## src/rtl/systolic_psum_drain_pkg.sv

```systemverilog
// rtl/systolic_psum_drain_pkg.sv - shared constants, drain state enum and bus-slice helper
package systolic_pkg;

    localparam int SUM_WIDTH  = 32;
    localparam int COLS       = 8;
    localparam int GROUP_COLS = 4;
    localparam int NUM_GROUPS = COLS / GROUP_COLS;
    localparam int COL_W      = $clog2(COLS);
    localparam int GRP_W      = (NUM_GROUPS > 1) ? $clog2(NUM_GROUPS) : 1;
    localparam int BUS_W      = GROUP_COLS * SUM_WIDTH;

    typedef enum logic [2:0] {
        S_IDLE   = 3'd0,
        S_WAIT   = 3'd1,
        S_SEL0   = 3'd2,
        S_CAP0   = 3'd3,
        S_SEL1   = 3'd4,
        S_CAP1   = 3'd5,
        S_STREAM = 3'd6
    } drain_state_e;

    // Slot k of the banked array port occupies bits [k*SUM_WIDTH +: SUM_WIDTH].
    function automatic logic [SUM_WIDTH-1:0] bus_slice(input logic [BUS_W-1:0] bus, input int slot);
        return bus[slot*SUM_WIDTH +: SUM_WIDTH];
    endfunction

endpackage

```

## src/rtl/systolic_psum_drain_if.sv

```systemverilog
// rtl/systolic_psum_drain_if.sv - control, array-bank and output-stream signals of the drain
interface systolic_psum_drain_if;
    import systolic_pkg::*;

    logic                 start;
    logic                 busy;
    logic                 done;
    logic                 output_group_sel;
    logic [BUS_W-1:0]     psum_out_bus;
    logic                 m_valid;
    logic                 m_ready;
    logic [SUM_WIDTH-1:0] m_data;
    logic [COL_W-1:0]     m_col;
    logic                 m_last;

    modport master (
        input  start,
        input  psum_out_bus,
        input  m_ready,
        output busy,
        output done,
        output output_group_sel,
        output m_valid,
        output m_data,
        output m_col,
        output m_last
    );

    modport slave (
        output start,
        output psum_out_bus,
        output m_ready,
        input  busy,
        input  done,
        input  output_group_sel,
        input  m_valid,
        input  m_data,
        input  m_col,
        input  m_last
    );

endinterface

```

## src/rtl/systolic_psum_drain_col_buffer.sv

```systemverilog
// rtl/systolic_psum_drain_col_buffer.sv - COLS x SUM_WIDTH register file, group write, column read
module psum_col_buffer
    import systolic_pkg::*;
(
    input  logic                 clk,
    input  logic                 rst_n,
    input  logic                 i_wr_en,
    input  logic [GRP_W-1:0]     i_wr_grp,
    input  logic [BUS_W-1:0]     i_wr_bus,
    input  logic [COL_W-1:0]     i_rd_col,
    output logic [SUM_WIDTH-1:0] o_rd_data
);

    logic [SUM_WIDTH-1:0] r_mem [COLS];

    always_ff @(posedge clk or negedge rst_n) begin
        if (!rst_n) begin
            for (int c = 0; c < COLS; c++) begin
                r_mem[c] <= '0;
            end
        end else if (i_wr_en) begin
            for (int c = 0; c < COLS; c++) begin
                if ((c / GROUP_COLS) == int'(i_wr_grp)) begin
                    r_mem[c] <= bus_slice(i_wr_bus, c % GROUP_COLS);
                end
            end
        end
    end

    assign o_rd_data = r_mem[i_rd_col];

endmodule

```

## src/rtl/systolic_psum_drain.sv

```systemverilog
// rtl/systolic_psum_drain.sv - waits out array latency, captures both column groups, streams COLS sums
module systolic_psum_drain
    import systolic_pkg::*;
#(
    parameter int LATENCY = 25
) (
    input  logic          clk,
    input  logic          rst_n,
    systolic_psum_drain_if.master drain
);

    localparam int CNT_W = (LATENCY > 1) ? $clog2(LATENCY) : 1;
    localparam logic [CNT_W-1:0] LAT_LOAD = (LATENCY > 0) ? CNT_W'(LATENCY - 1) : '0;

    drain_state_e         r_state;
    drain_state_e         w_next;
    logic [CNT_W-1:0]     r_cnt;
    logic [COL_W-1:0]     r_col;
    logic                 r_sel;
    logic                 r_done;
    logic                 w_hs;
    logic                 w_last_col;
    logic                 w_wr_en;
    logic [GRP_W-1:0]     w_wr_grp;
    logic [SUM_WIDTH-1:0] w_rd_data;

    assign w_hs       = (r_state == S_STREAM) && drain.m_ready;
    assign w_last_col = (r_col == COL_W'(COLS - 1));

    always_ff @(posedge clk or negedge rst_n) begin
        if (!rst_n) begin
            r_state <= S_IDLE;
        end else begin
            r_state <= w_next;
        end
    end

    always_comb begin
        w_next = r_state;
        case (r_state)
            S_IDLE: begin
                if (drain.start) begin
                    w_next = (LATENCY == 0) ? S_SEL0 : S_WAIT;
                end
            end
            S_WAIT: begin
                if (r_cnt == '0) begin
                    w_next = S_SEL0;
                end
            end
            S_SEL0:   w_next = S_CAP0;
            S_CAP0:   w_next = S_SEL1;
            S_SEL1:   w_next = S_CAP1;
            S_CAP1:   w_next = S_STREAM;
            S_STREAM: begin
                if (w_hs && w_last_col) begin
                    w_next = S_IDLE;
                end
            end
            default:  w_next = S_IDLE;
        endcase
    end

    // The group select flips one cycle ahead of each capture so the array bus can settle.
    always_ff @(posedge clk or negedge rst_n) begin
        if (!rst_n) begin
            r_cnt  <= '0;
            r_col  <= '0;
            r_sel  <= 1'b0;
            r_done <= 1'b0;
        end else begin
            if ((r_state == S_IDLE) && drain.start) begin
                r_cnt <= LAT_LOAD;
            end else if ((r_state == S_WAIT) && (r_cnt != '0)) begin
                r_cnt <= r_cnt - 1'b1;
            end

            if (w_next == S_SEL0) begin
                r_sel <= 1'b0;
            end else if (w_next == S_SEL1) begin
                r_sel <= 1'b1;
            end

            if (r_state == S_CAP1) begin
                r_col <= '0;
            end else if (w_hs) begin
                r_col <= r_col + 1'b1;
            end

            r_done <= w_hs && w_last_col;
        end
    end

    assign w_wr_en  = (r_state == S_CAP0) || (r_state == S_CAP1);
    assign w_wr_grp = GRP_W'(r_state == S_CAP1);

    psum_col_buffer u_buf (
        .clk       (clk),
        .rst_n     (rst_n),
        .i_wr_en   (w_wr_en),
        .i_wr_grp  (w_wr_grp),
        .i_wr_bus  (drain.psum_out_bus),
        .i_rd_col  (r_col),
        .o_rd_data (w_rd_data)
    );

    assign drain.busy             = (r_state != S_IDLE);
    assign drain.done             = r_done;
    assign drain.output_group_sel = r_sel;
    assign drain.m_valid          = (r_state == S_STREAM);
    assign drain.m_data           = (r_state == S_STREAM) ? w_rd_data : '0;
    assign drain.m_col            = r_col;
    assign drain.m_last           = (r_state == S_STREAM) && w_last_col;

endmodule

```

## src/flat_wrapper.sv

```systemverilog
// flat-port wrapper written by rule: the top's interface ports become plain ports
module systolic_psum_drain_flat import systolic_pkg::*;
#(
    parameter int LATENCY = 25
)
  (clk, rst_n, drain_start, drain_psum_out_bus, drain_m_ready, drain_busy, drain_done, drain_output_group_sel, drain_m_valid, drain_m_data, drain_m_col, drain_m_last);
  systolic_psum_drain_if drain_i ();
  input  logic clk;
  input  logic rst_n;
  input wire logic [$bits(drain_i.start)-1:0] drain_start;
  input wire logic [$bits(drain_i.psum_out_bus)-1:0] drain_psum_out_bus;
  input wire logic [$bits(drain_i.m_ready)-1:0] drain_m_ready;
  output wire logic [$bits(drain_i.busy)-1:0] drain_busy;
  output wire logic [$bits(drain_i.done)-1:0] drain_done;
  output wire logic [$bits(drain_i.output_group_sel)-1:0] drain_output_group_sel;
  output wire logic [$bits(drain_i.m_valid)-1:0] drain_m_valid;
  output wire logic [$bits(drain_i.m_data)-1:0] drain_m_data;
  output wire logic [$bits(drain_i.m_col)-1:0] drain_m_col;
  output wire logic [$bits(drain_i.m_last)-1:0] drain_m_last;
  assign drain_i.start = drain_start;
  assign drain_i.psum_out_bus = drain_psum_out_bus;
  assign drain_i.m_ready = drain_m_ready;
  assign drain_busy = drain_i.busy;
  assign drain_done = drain_i.done;
  assign drain_output_group_sel = drain_i.output_group_sel;
  assign drain_m_valid = drain_i.m_valid;
  assign drain_m_data = drain_i.m_data;
  assign drain_m_col = drain_i.m_col;
  assign drain_m_last = drain_i.m_last;
  systolic_psum_drain #(.LATENCY(LATENCY)) u_core (.clk(clk), .rst_n(rst_n), .drain(drain_i));
endmodule
```

## config.mk

```make
export PLATFORM = sky130hd
export DESIGN_NAME = systolic_psum_drain_flat
export DESIGN_NICKNAME = d
export VERILOG_FILES = /design/src/rtl/systolic_psum_drain_pkg.sv /design/src/rtl/systolic_psum_drain_if.sv /design/src/rtl/systolic_psum_drain_col_buffer.sv /design/src/rtl/systolic_psum_drain.sv /design/src/flat_wrapper.sv
export SDC_FILE = /design/constraint.sdc
export NUM_CORES = 1
export LEC_CHECK = 0
export BUFFER_PORTS_ARGS = -buffer_cell sky130_fd_sc_hd__buf_2
export CAP_MARGIN = 15
export CORE_ASPECT_RATIO = 1.1
export CORE_MARGIN = 2
export CORE_UTILIZATION = 52
export CTS_BUF_LIST = sky130_fd_sc_hd__clkbuf_4 sky130_fd_sc_hd__clkbuf_8 sky130_fd_sc_hd__clkbuf_16
export DETAILED_ROUTE_END_ITERATION = 8
export PLACE_DENSITY = 0.81
export REMOVE_ABC_BUFFERS = 1
export SLEW_MARGIN = 30
export SYNTH_ARGS = -nofsm -noshare
export SYNTH_HDL_FRONTEND = slang
export SYNTH_SLANG_ARGS = --single-unit
export TNS_END_PERCENT = 10
```

## constraint.sdc

```tcl
create_clock -name clk -period 1.78 [get_ports clk]
set_clock_uncertainty 0.15 [all_clocks]
set_input_delay 0.178 -clock clk [delete_from_list [all_inputs] [get_ports clk]]
set_output_delay 0.178 -clock clk [all_outputs]
set_load 0.005 [all_outputs]
```

==> metrics.csv, run 1 <==
stage,metric,value,unit
run_status,status,"finished, violations left",
run_status,failing checks,negative setup slack,
power_and_ir_drop,Leak,7.02,nW
logic_synthesis,main combinational cell family by area after synthesis,multiplexers,
logic_synthesis,post-synthesis simple-gate area fraction,0.0196,
logic_synthesis,Cells after Synth,738,
power_and_ir_drop,peak supply drop,0.00145,V
logic_synthesis,Area contributors post-synth,"dfrtp_1 56%, mux2_2 24%, mux4_2 12%",
place,HPWL after DPL,17300,µm
flow_run,max-cap viol count,0,
global_routing,antenna violations before repair,0,
clock_tree,clock slew at reported path FFs,0.06,ns
die,die width,149,µm
clock_tree,CTS tree,yes,
finish,register area,6740,µm²
logic_synthesis,Compound-Gate Fraction of Synth Area,0.0316,
finish,final cell area excluding filler cells,16100,µm²
logic_synthesis,Synth warnings,0,
global_routing,grt total ovfl,0,
detailed_routing,drt total wl,28700,µm
timing,Fin. Hold Viols,0,
global_routing,pin count of the biggest net entering global routing,68,
detailed_routing,Antenna Nets Post-Route,0,
power_and_ir_drop,pwr/cell area,1750,nW/µm²
clock_tree,H-tree depth,1,
clock_tree,Skew-Pair Late Insertion Delay,0.52,ns
finish,Multi-input gate area,5050,µm²
finish,Nets,1212,
min_path,worst min-delay path category,input pin to asynchronous set/reset pin,
timing,Worst-Margin Slew,0.369,ns
worst_setup_path,CP Data Arrival Time,2.15,ns
logic_synthesis,Syn Area/Cell,16.3,µm²
finish,layout overhead on the synthesized area,33.6,%
die,I/O pin total,172,
logic_synthesis,Yosys reg bits,269,
worst_setup_path,"Max FO, Critical Path",7,
timing,RSZ-0062 raised after global routing,true,
timing,Rel. slew slack,0.753,
finish,share of cells above drive strength 1,0.565,
worst_setup_path,CP Capture Type,output pin,
detailed_routing,WL/cell,20.5,µm
worst_setup_path,Critical Path RT,1.45,ns
worst_setup_path,R2R Setup Slk,-0.09,ns
detailed_routing,via count,7873,
worst_setup_path,CP Class,flip-flop to output pin,
die,Placeable Area,22800,µm²
die,std cell rows,58,
timing,final number of setup-violating endpoints,37,
finish,Finished Core Util,0.707,
die,Die Span Y,164,µm
logic_synthesis,Synth area leader,dfrtp_1,
logic_synthesis,post-synthesis sequential area ratio,0.559,
detailed_routing,DRC violations left,0,
finish,Filler cells,1424,
timing,highest clock rate,403,MHz
global_routing,first-pass GRT wire length,46600,µm
logic_synthesis,Synth Area in Adders,0.00415,
clock_tree,Clock Root Buffer,clkbuf_16,
place,Port Buffers,171,
logic_synthesis,Synth Cell Area,12100,µm²
worst_setup_path,R2R depth,6,
logic_synthesis,multiplexer area fraction after synthesis,0.360,
logic_synthesis,Synth cell types,38,
finish,Antenna Cells,0,
clock_tree,clock buffer depth,3,
detailed_routing,number of DRC markers in iteration 0,335,
place,"Cell Area, Placed",13700,µm²
logic_synthesis,Synth Area in XOR/XNOR,0,
global_routing,vias in the first global route,8905,
timing,Final min period,2.48,ns
logic_synthesis,Yosys top cell area share,0.559,
worst_setup_path,Worst setup SP type,flip-flop,
clock_tree,Clock Sinks,269,
detailed_routing,drt via density,5.63,
timing,Final Slew Violations,0,
clock_tree,Inserted Clock Buffers,28,
timing,Tcrit/Tclk final,1.39,
die,Die Area,24400,µm²
die,Initial Utilization,0.529,
timing,fin worst setup slack,-0.702,ns
global_routing,total track usage,0.242,
detailed_routing,number of iterations in the first detailed-routing pass,5,
place,RD Place Congestion,0.775,
==> worst paths after layout <==
kind                                          from                             to
setup / recovery             u_core.drain.m_col[0]               drain_m_data[10]
hold / removal                               rst_n         u_core.u_buf.r_mem[20]
setup reg to reg             u_core.drain.m_col[0]  u_core.drain.output_group_sel
hold reg to reg             u_core.u_buf.r_mem[36]         u_core.u_buf.r_mem[36]
max in group asynchronous                    rst_n         u_core.u_buf.r_mem[59]
min in group clk           drain_psum_out_bus[118]        u_core.u_buf.r_mem[150]
==> sequential cells by signal (all words and copies together), names as in the netlist <==
name / count
u_core.u_buf.r_mem: 256
u_core.r_cnt: 5
u_core.drain.m_col: 3
u_core.r_state: 3
u_core.drain.done: 1
u_core.drain.output_group_sel: 1
==> metal layers <==
metal / routed length [µm] / GRT usage / vias up
li1: - / - / 3469
met1: 11300 / 0.304 / 4080
met2: 15400 / 0.431 / 262
met3: 1330 / 0.0380 / 62
met4: 704 / 0.0766 / 0
met5: 0 / 0 / -
==> through the flow <==
stage	setup TNS, ns	cells	worst slack [ns]	power [mW]	hold WS (ns)
2_1_floorplan	-904.34	683	-3.21	17.7	-0.268
3_3_place_gp	-6.94	1211	-0.267	20.9	-0.0884
3_5_place_dp	-6.89	1211	-0.263	21.4	-0.0850
4_1_cts	-23.31	1398	-0.721	28.0	0.0874
5_1_grt	-24.68	1398	-0.778	29.7	0.120
6_report	-22.07	1398	-0.702	28.2	0.110
==> kinds of logic after synthesis <==
| kind of cell | count (synthesis) |
|---|---|
| flip-flops | 269 |
| buffers and inverters | 59 |
| AO/OA/AOI/OAI | 47 |
| multiplexers | 321 |
| AND/OR/NAND/NOR | 38 |
| adder cells (fa/ha/maj) | 4 |
==> worst max-delay path, cell delays in order, from the launching register on <==
cell and delay, ns:
dfrtp_4 0.43, buf_12 0.15, buf_16 0.15, mux4_2 0.53
a22o_1 0.22, buf_2 0.13
==> cell usage after synthesis <==
cell type	n
a22o_1	32
nand4bb_1	1
o221ai_1	1
nor3_1	1
a311oi_1	1
or4b_1	1
a31oi_1	1
nor4b_1	2
nor2b_1	3
a21oi_1	5
dfrtp_1	269
mux2_2	256
inv_1	4
mux4_2	64
buf_6	5
nand4b_1	1
nand3_1	8
or3_1	2
ha_1	4
o311ai_1	1
o221a_1	1
and3b_1	1
nand2b_1	1
nand3b_1	2
mux2i_1	1
nor2_1	2
o32ai_1	1
nor3b_2	1
buf_1	3
o31ai_1	1
or3b_2	1
nor4_1	1
o21ai_0	3
nand2_1	6
and2_1	4
buf_2	42
clkbuf_1	3
buf_4	2
==> layout by cell type, fill, tap and decap left out, drive strengths merged, types with 3 or more instances in the layout <==
cell         synthesis  layout
clkbuf               3      41
ha                   4       4
mux4                64      64
nand2                6       6
inv                  4       4
buf                 52     232
nor2b                3       3
nand3                8       8
and2                 4       4
clkinv               0       9
o21ai                3       3
a21oi                5       5
a22o                32      32
mux2               256     256
dfrtp              269     269
dlygate4sd3          0     131
==> final cells by class <==
class                   count  area share
clock buffers              41      0.0530
well taps                 300      0.0233
clock inverters            11     0.00676
flip-flops and latches    269       0.418
repair buffers            363       0.184
multi-input cells         410       0.314
inverters                   4    0.000932
==> power by group <==
group / switching (mW) / total [mW] / internal [mW]
combinational: 4.05 / 11.1 / 7.10
clock: 2.39 / 6.00 / 3.61
sequential: 1.76 / 11.1 / 9.30
total: 8.20 / 28.2 / 20.0
==> repair_timing <==
item                                   CTS  global route
setup buffers                            2             0
cloned                                   1             0
hold buffers                           132             0
gates resized for setup                  9            10
setup endpoints to repair               41            45
pin swaps                               21             1
endpoints found under the hold margin  533             0
(Power assumes the default switching activity.)
==> run 2, diff against run 1 <==
--- a/config.mk
+++ b/config.mk
@@ -18,4 +18,3 @@
 export SYNTH_ARGS = -nofsm -noshare
 export SYNTH_HDL_FRONTEND = slang
 export SYNTH_SLANG_ARGS = --single-unit
-export TNS_END_PERCENT = 10
==> constraint.sdc (replaced) <==
create_clock -name clk -period 2.1 [get_ports clk]
set_clock_uncertainty 0.15 [all_clocks]
set_input_delay 0.21 -clock clk [delete_from_list [all_inputs] [get_ports clk]]
set_output_delay 0.21 -clock clk [all_outputs]
set_load 0.005 [all_outputs]
==> metrics.csv, run 2 (synthesis results as in run 1) <==
stage,metric,value,unit
finish,Nets,1194,
clock_tree,H-tree depth,1,
worst_setup_path,Worst setup SP type,flip-flop,
finish,register area,6740,µm²
clock_tree,clock buffer depth,3,
finish,Finished Core Util,0.697,
clock_tree,Clock Sinks,269,
power_and_ir_drop,peak supply drop,0.000880,V
die,Die Area,24400,µm²
worst_setup_path,max incr delay on CP,0.52,ns
global_routing,pin count of the biggest net entering global routing,69,
power_and_ir_drop,pwr/cell area,1480,nW/µm²
detailed_routing,number of iterations in the first detailed-routing pass,4,
finish,Finished Layout Cells,1380,
finish,Largest regs,"u_core.u_buf.r_mem x256, u_core.r_cnt x5",
timing,highest clock rate,394,MHz
clock_tree,Clock Root Buffer,clkbuf_16,
detailed_routing,WL/cell,20.6,µm
worst_setup_path,crit-path leading delay family,multiplexers,
power_and_ir_drop,Design Power,23.6,mW
clock_tree,Inserted Clock Buffers,28,
finish,Largest register FFs,256,
clock_tree,clock slew at reported path FFs,0.06,ns
timing,WHS,0.0539,ns
detailed_routing,via count,7730,
power_and_ir_drop,Clock Power Share,0.216,
die,I/O pin total,172,
power_and_ir_drop,switching share of total power,0.290,
place,RD Place Congestion,0.755,
global_routing,total track usage,0.235,
die,std cell rows,58,
worst_setup_path,Crit-path slowest cell,mux4_2,
flow_run,max-cap viol count,0,
worst_setup_path,crit-path most repeated cell,buf_12,
worst_setup_path,CP Data Arrival Time,2.18,ns
power_and_ir_drop,combinational power share,0.386,
die,Placeable Area,22800,µm²
worst_setup_path,CP bufs+invs,3,
timing,fin worst setup slack,-0.440,ns
global_routing,vias in the first global route,8661,
die,Initial Utilization,0.529,
worst_setup_path,cells along the critical path,buf_12 -> buf_12 -> mux4_2 -> a22o_1 -> buf_2,
timing,Rel. slew slack,0.665,
finish,Multi-input gate area,5020,µm²
timing,final number of setup-violating endpoints,33,
die,Die Span Y,164,µm
global_routing,first-pass GRT wire length,45000,µm
place,Port Buffers,171,
global_routing,grt total ovfl,0,
worst_setup_path,CP Capture Type,output pin,
detailed_routing,drt total wl,28500,µm
global_routing,antenna violations before repair,0,
timing,RSZ-0062 raised after global routing,true,
power_and_ir_drop,internal power,16.7,mW
power_and_ir_drop,sequential group share of total power,0.398,
finish,Largest Register,u_core.u_buf.r_mem,
timing,Fin. Hold Viols,0,
finish,Filler cells,1458,
finish,share of cells above drive strength 1,0.550,
finish,"leading cell type in the layout, fill and taps excluded",dfrtp_1,
place,placed insts,1191,
power_and_ir_drop,Leak,6.91,nW
timing,Final min period,2.54,ns
power_and_ir_drop,Psw,6.84,mW
detailed_routing,number of DRC markers in iteration 0,315,
run_status,status,"finished, violations left",
finish,most frequent cells in the layout,"267 x dfrtp_1, 256 x mux2_2, 170 x buf_2",
detailed_routing,Antenna Nets Post-Route,0,
worst_setup_path,Critical Path RT,1.74,ns
worst_setup_path,"Max FO, Critical Path",9,
clock_tree,Skew-Pair Late Insertion Delay,0.52,ns
finish,layout overhead on the synthesized area,31.8,%
timing,Final Slew Violations,0,
die,die width,149,µm
place,dpl ws,0.0264,ns
run_status,failing checks,negative setup slack,
clock_tree,CTS tree,yes,
worst_setup_path,CP Class,flip-flop to output pin,
place,HPWL after DPL,16800,µm
timing,Tcrit/Tclk final,1.21,
detailed_routing,drt via density,5.60,
timing,Worst-Margin Slew,0.495,ns
min_path,worst min-delay path category,input pin to asynchronous set/reset pin,
detailed_routing,DRC violations left,0,
run 2: per-stage QoR:
step,instance area (µm²),TNS (ns)
floorplan,11700,-810.24
detailed placement,13500,0
CTS,15800,-14.39
global route,15900,-15.36
finish,15900,-13.03
global placement,13500,0
run 2: power groups by stage:
stage               clock network [mW]  logic (mW)  registers, mW
floorplan                            0        5.89           9.06
finish                            5.10        9.10           9.38
global route                      5.44        9.78           9.65
global placement                     0        8.19           9.19
CTS                               5.17        8.75           9.28
detailed placement                   0        8.50           9.34
run 2: final timing paths:
kind	startpoint	to	slack (ns)	cells past startpoint
max	u_core.drain.m_col[0]	drain_m_data[19]	-0.44	5
min	rst_n	u_core.u_buf.r_mem[177]	0.05	2
max reg2reg	u_core.drain.m_col[0]	u_core.drain.output_group_sel	0.06	7
min reg2reg	u_core.u_buf.r_mem[166]	u_core.u_buf.r_mem[166]	0.35	1
max in group asynchronous	rst_n	u_core.u_buf.r_mem[70]	1.07	3
min in group clk	drain_psum_out_bus[93]	u_core.u_buf.r_mem[61]	0.31	3
run 2: cell type report:
type | instances | area share
well taps | 300 | 0.0236
inverters | 4 | 0.000945
repair buffers | 345 | 0.174
flip-flops and latches | 269 | 0.424
clock buffers | 42 | 0.0546
diodes | 1 | 0.000158
multi-input cells | 410 | 0.316
clock inverters | 9 | 0.00662
run 2: routing by layer:
layer	track usage	vias up	wire [µm]	share of wire
met1	0.296	4041	11400	0.40
li1	-	3436	-	-
met2	0.419	201	15200	0.54
met4	0.0727	0	678	0.024
met3	0.0372	52	1130	0.040
met5	0	-	0	0
run 2: timing repair:
action,in CTS,in global routing
pin swaps,1,7
endpoints found under the setup margin,33,34
buffers inserted,0,4
hold buffers,131,0
hold endpoints to repair,533,0
gates cloned,0,2
resized for setup,0,10
